<file path="src/rtl/hamming_secded_decoder.sv">
// Two-stage pipelined SEC-DED Hamming decoder with saturating error counters.
// Optional HAMMING_ERR_LOG_EN adds a sticky capture of the first uncorrectable codeword.
module hamming_secded_decoder #(
  parameter int DATA_W = 8,
  parameter int PAR_W  = 4,
  parameter int CNT_W  = 16
) (
  input  logic                  clk,
  input  logic                  rst,
  input  logic                  in_valid,
  output logic                  in_ready,
  input  logic [DATA_W+PAR_W:0] code_in,
  output logic                  out_valid,
  input  logic                  out_ready,
  output logic [DATA_W-1:0]     data_out,
  output logic                  err_sgl,
  output logic                  err_dbl,
  output logic [PAR_W-1:0]      err_pos,
  input  logic                  clr_cnt,
  output logic [CNT_W-1:0]      cnt_sgl,
  output logic [CNT_W-1:0]      cnt_dbl
`ifdef HAMMING_ERR_LOG_EN
  ,
  output logic                  err_log_valid,
  output logic [DATA_W+PAR_W:0] err_log_code
`endif
);

  localparam int CODE_W = DATA_W + PAR_W + 1;
  localparam logic [PAR_W-1:0] MAX_POS = PAR_W'(CODE_W - 1);
  localparam logic [CNT_W-1:0] CNT_MAX = '1;

  function automatic int min_par(input int dw);
    int r;
    r = 0;
    for (int p = 7; p >= 1; p--)
      if ((1 << p) >= dw + p + 1) r = p;
    return r;
  endfunction

  // Hamming position holding payload bit j (j-th non-power-of-two position).
  function automatic int data_pos(input int j);
    int cnt;
    int pos;
    cnt = 0;
    pos = 0;
    for (int i = 1; i < CODE_W; i++)
      if ((i & (i - 1)) != 0) begin
        if (cnt == j) pos = i;
        cnt++;
      end
    return pos;
  endfunction

  if (DATA_W < 4 || DATA_W > 64) begin : g_bad_data_w
    $error("hamming_secded_decoder: DATA_W must be within 4..64");
  end
  if (PAR_W != min_par(DATA_W)) begin : g_bad_par_w
    $error("hamming_secded_decoder: PAR_W is not the minimal check-bit count for DATA_W");
  end

  logic                  s1_valid;
  logic [CODE_W-1:0]     s1_code;
  logic [PAR_W-1:0]      s1_syn;
  logic                  s1_par;
  logic                  s1_adv;
  logic                  s2_adv;
  logic                  out_fire;
  logic [PAR_W-1:0]      syn_c;
  logic                  syn_zero;
  logic                  in_range;
  logic                  flip;
  logic                  sgl_c;
  logic                  dbl_c;
  logic [DATA_W-1:0]     s2_data;

  assign s2_adv   = !out_valid || out_ready;
  assign s1_adv   = !s1_valid || s2_adv;
  assign in_ready = s1_adv && !rst;
  assign out_fire = out_valid && out_ready;

  always_comb begin
    syn_c = '0;
    for (int i = 1; i < CODE_W; i++)
      if (code_in[i]) syn_c = syn_c ^ PAR_W'(i);
  end

  always_ff @(posedge clk) begin
    if (rst) begin
      s1_valid <= 1'b0;
      s1_code  <= '0;
      s1_syn   <= '0;
      s1_par   <= 1'b0;
    end else if (s1_adv) begin
      s1_valid <= in_valid;
      if (in_valid) begin
        s1_code <= code_in;
        s1_syn  <= syn_c;
        s1_par  <= ^code_in;
      end
    end
  end

  // A nonzero syndrome beyond the last real position can only come from a multi-bit error.
  assign syn_zero = (s1_syn == '0);
  assign in_range = (s1_syn <= MAX_POS);
  assign flip     = s1_par && !syn_zero && in_range;
  assign sgl_c    = s1_par && (syn_zero || in_range);
  assign dbl_c    = !syn_zero && !(s1_par && in_range);

  for (genvar j = 0; j < DATA_W; j++) begin : g_extract
    localparam int POS = data_pos(j);
    assign s2_data[j] = s1_code[POS] ^ (flip && (s1_syn == PAR_W'(POS)));
  end

  always_ff @(posedge clk) begin
    if (rst) begin
      out_valid <= 1'b0;
      data_out  <= '0;
      err_sgl   <= 1'b0;
      err_dbl   <= 1'b0;
      err_pos   <= '0;
    end else if (s2_adv) begin
      out_valid <= s1_valid;
      if (s1_valid) begin
        data_out <= s2_data;
        err_sgl  <= sgl_c;
        err_dbl  <= dbl_c;
        err_pos  <= flip ? s1_syn : '0;
      end
    end
  end

  // Clear has priority over a coincident increment.
  always_ff @(posedge clk) begin
    if (rst || clr_cnt) begin
      cnt_sgl <= '0;
      cnt_dbl <= '0;
    end else if (out_fire) begin
      if (err_sgl && cnt_sgl != CNT_MAX) cnt_sgl <= cnt_sgl + CNT_W'(1);
      if (err_dbl && cnt_dbl != CNT_MAX) cnt_dbl <= cnt_dbl + CNT_W'(1);
    end
  end

`ifdef HAMMING_ERR_LOG_EN
  logic [CODE_W-1:0] s2_code;

  always_ff @(posedge clk) begin
    if (rst) s2_code <= '0;
    else if (s2_adv && s1_valid) s2_code <= s1_code;
  end

  always_ff @(posedge clk) begin
    if (rst || clr_cnt) begin
      err_log_valid <= 1'b0;
      err_log_code  <= '0;
    end else if (out_fire && err_dbl && !err_log_valid) begin
      err_log_valid <= 1'b1;
      err_log_code  <= s2_code;
    end
  end
`else
  // Check-bit positions of the stored codeword are only consumed by the error log.
  logic code_unused;
  assign code_unused = ^s1_code;
`endif

endmodule

</file>
<file path="config.mk">
export PLATFORM = sky130hd
export DESIGN_NAME = hamming_secded_decoder
export DESIGN_NICKNAME = d
export VERILOG_FILES = /design/src/rtl/hamming_secded_decoder.sv
export SDC_FILE = /design/constraint.sdc
export NUM_CORES = 1
export LEC_CHECK = 0
export CAP_MARGIN = 25
export CORE_MARGIN = 4
export CORE_UTILIZATION = 52
export CTS_BUF_LIST = sky130_fd_sc_hd__clkbuf_8
export DETAILED_ROUTE_END_ITERATION = 10
export PLACE_DENSITY = 0.9
export SLEW_MARGIN = 30
export SYNTH_ARGS = -nofsm -noshare
export SYNTH_HDL_FRONTEND = slang
export SYNTH_SLANG_ARGS = --single-unit
</file>
<file path="constraint.sdc">
create_clock -name clk -period 2.05 [get_ports clk]
set_clock_uncertainty 0.05 [all_clocks]
set_input_delay 0.3075 -clock clk [delete_from_list [all_inputs] [get_ports clk]]
set_output_delay 0.3075 -clock clk [all_outputs]
set_load 0.02 [all_outputs]
</file>
==> results.json <==
{
  "fin_crit_sh": 0.971,
  "yosys.area.top_type": "dfxtp_1",
  "critPathMaxFanout": 6,
  "numCtsBuffers": 9,
  "cp_top_family": "buffers and inverters",
  "hpwl_mm": 6.06,
  "critPathCapture": "in_ready",
  "syn_area_per_cell_sq_um": 8.40,
  "die_w_microns": 84.5,
  "gp_congestion": 0.882,
  "rows": 27,
  "cp.depth": 5,
  "clkTransAtPathRegs_ps": 60,
  "cp.required_ps": 1690,
  "synth_seq_cells": 61,
  "wl_met2_mm": 4.26,
  "timing.setup.tns_ps": 0,
  "synth.cell_area_sq_mm": 0.00304,
  "p_clk_frac": 0.406,
  "combPwrFrac": 0.127,
  "grt_pass1_wl_mm": 13.2,
  "cp-startpoint": "out_ready",
  "ir_drop_uv": 483,
  "synth_area_leaders": "dfxtp_1 (40%), xnor2_1 (6.6%), a21oi_1 (6.4%)",
  "wirelength_mm": 7.88,
  "multiInputGateArea_sq_mm": 0.00174,
  "start_util": 0.546,
  "port_buffers": 65,
  "ios": 66,
  "firstDrtPassIters": 5,
  "syn_inst": 362,
  "p_int_uw": 2070,
  "tightest_slew_ps": 410,
  "drc": 0,
  "crit_buf_inv": 3,
  "wl_per_cell_microns": 14.8,
  "hold_viol_final": 0,
  "cap_viol_max_count": 0,
  "rr_endpoint": "cnt_sgl[14]$_SDFFE_PP0P_",
  "status": "finished, final reports clean",
  "r2r_cells": 5,
  "yosysTopAreaCellShare": 0.401,
  "numClockSinks": 61,
  "pwr_density_cell_mw_per_mm2": 650,
  "clock.fmax_mhz": 503,
  "ys_warn_count": 0,
  "grt_pass1_vias": 3018,
  "wl_met3_microns": 438,
  "dpl_cell_area_sq_mm": 0.00399,
  "yosysSeqAreaShare": 0.401,
  "grt_max_degree": 31,
  "htree_levels": 3,
  "cp_slowest_cell": "clkdlybuf4s50_1",
  "die_area_sq_mm": 0.00714,
  "power_leakage_uw": 0.00146,
  "syn_nets": 382,
  "drt-met1-wl_mm": 3.03,
  "cts-root-buf": "clkbuf_8",
  "area_growth_pct": 38.3,
  "clockBufferDepth": 2,
  "synth_cell_types": 44,
  "final_area_sq_mm": 0.00421,
  "swShare": 0.242,
  "criticalPathCategory": "in2out",
  "max_slew_margin": 0.719,
  "fillCellCount": 403,
  "overflow": 0,
  "r2r_slack_ps": 80,
  "drive_above_1_share": 0.130,
  "grt.total_usage": 0.224,
  "holdPathStages": 2,
  "ant_nets": 0,
  "n_antenna_cell": 0,
  "seqCellArea_sq_mm": 0.00122,
  "antenna_found_initial": 0,
  "fp.coreArea_sq_mm": 0.00557,
  "hp-class": "reg2reg",
  "die_y_microns": 84.5,
  "layout.nets": 475,
  "cp.arrival_ps": 1630,
  "drt_iter0_markers": 175,
  "tritoncts": "yes",
  "pwr-share-seq": 0.467,
  "path_cells": "clkdlybuf4s50_1 -> buf_4 -> nor2b_1 -> a21oi_1 -> dlygate4sd2_1",
  "clk_latency_ps": 340,
  "crit_path_max_incr_delay_ps": 520,
  "cts_setup_buffers": 0,
  "drv_slew": 0,
  "rsz0062_at_grt": "no",
  "vias": 3131,
  "p_sw_uw": 662,
  "end_kind": "output port",
  "setup_violations": 0,
  "viasPerCell": 5.89,
  "finalCriticalPeriod_ps": 1990,
  "start_kind": "input port",
  "timing.rr.start": "cnt_sgl[1]$_SDFFE_PP0P_",
  "holdBufCountCts": 0,
  "topRoutingLayerUsed": "met4"
}
==> cells in the final DEF (no fill, tap or decap), types with 4 or more instances in the layout <==
master and n:
nand4_1 11, clkbuf_8 12, nor4_1 4, nand3b_1 4, xnor2_1 23, nand2b_1 4, buf_4 35, a211oi_1 10
nand3_1 16, o21ai_0 12, o31ai_1 12, a22oi_1 4, dfxtp_1 61, mux2i_1 6, nand2_1 40, or3_1 11
clkdlybuf4s50_1 64, nor2_1 30, or4_1 12, and3_1 4, a21oi_1 39
==> power groups by stage <==
stage                     clock [uW]  sequential [uW]  combinational, uW
after floorplan                    0             1300                204
after global placement             0             1300                340
after detailed placement           0             1300                350
after CTS                       1120             1270                351
after global routing            1180             1280                378
final                           1110             1280                348
==> metal layers <==
layer	up-vias	track usage
met4	0	0.101
li1	1532	-
met3	19	0.0373
met5	-	0
met1	1453	0.246
met2	127	0.417
==> cell type report <==
cell class,count,share of cell area
Inverter,3,0.00268
Clock inverter,4,0.0107
Sequential cell,61,0.290
Timing Repair Buffer,101,0.222
Multi-Input combinational cell,279,0.414
Tap cell,72,0.0214
Clock buffer,12,0.0393
==> registers in the layout, summed over array words and instances, names as in the netlist <==
register / flops
s1_par: 1
err_dbl: 1
cnt_sgl: 16
err_sgl: 1
out_valid: 1
s1_syn: 4
s1_valid: 1
cnt_dbl: 16
s1_code: 8
err_pos: 4
data_out: 8
==> synth_stat cells (all sizes together) <==
master,instances
ha,2
and4,2
xnor3,3
xor2,1
nor4b,1
o41ai,2
nor3,3
buf,1
nor4,4
a211oi,10
a2111oi,2
a21oi,39
and4b,1
and2,2
and3,4
o21bai,1
nand2,40
o31ai,12
nor2b,2
nand3,16
inv,3
mux2i,6
o211ai,2
o21ai,12
a2111o,2
dfxtp,61
nand3b,4
o311ai,1
a22oi,4
xnor2,23
nand4,12
o31a,1
clkbuf,18
or4,15
a41o,1
a31oi,1
nor2,30
or3,11
or2,3
nand2b,4
==> how the worst min path moves through the flow <==
| stage | start | end | slack [ps] |
|---|---|---|---|
| 3_3_place_gp | s1_code[12]$_SDFFE_PP0P_ | s1_code[12]$_SDFFE_PP0P_ | 410 |
| 4_1_cts | s1_code[6]$_SDFFE_PP0P_ | s1_code[6]$_SDFFE_PP0P_ | 430 |
| 2_1_floorplan | code_in[10] | s1_code[10]$_SDFFE_PP0P_ | 390 |
| 3_5_place_dp | s1_code[7]$_SDFFE_PP0P_ | s1_code[7]$_SDFFE_PP0P_ | 410 |
| 5_1_grt | s1_code[7]$_SDFFE_PP0P_ | s1_code[7]$_SDFFE_PP0P_ | 460 |
| 6_report | s1_code[10]$_SDFFE_PP0P_ | s1_code[10]$_SDFFE_PP0P_ | 430 |
==> cells by family (layout without fill, tap and decap cells) <==
kind of cell	count (synthesis)	in the layout	share of synthesized area
AOI/OAI and AO/OA	90	90	0.186
xor gates and xnor gates	27	27	0.0913
adders and majority gates	2	2	0.00823
buffers and inverters	22	120	0.0276
DFF	61	61	0.401
muxes	6	6	0.0197
and+or+nand+nor	154	154	0.266
==> what timing repair did <==
| item | 4_1_cts | 5_1_grt |
|---|---|---|
| cloned | 0 | 0 |
| setup endpoints to repair | 1 | 1 |
| gates resized for setup | 1 | 1 |
| pin swaps | 0 | 0 |
==> stage by stage <==
step                      cells   util  power (uW)  worst slack [ps]  hold WS [ps]
final                       532  0.754        2730              60.4           428
after global routing        532  0.754        2840              31.7           459
after CTS                   532  0.754        2750              64.7           430
after detailed placement    516  0.716        1650              -231           414
after global placement      516  0.716        1640              -182           406
after floorplan             362      -        1500              25.5           393
==> worst register-to-register path: cells and delay by family, from the launching register on <==
| kind | cells | cell delay (ps) |
|---|---|---|
| and+or+nand+nor | 3 | 1070 |
| DFF | 1 | 390 |
| adders and majority gates | 1 | 240 |
| AOI/OAI and AO/OA | 1 | 150 |
No activity file was read; power rests on OpenSTA's default activity.
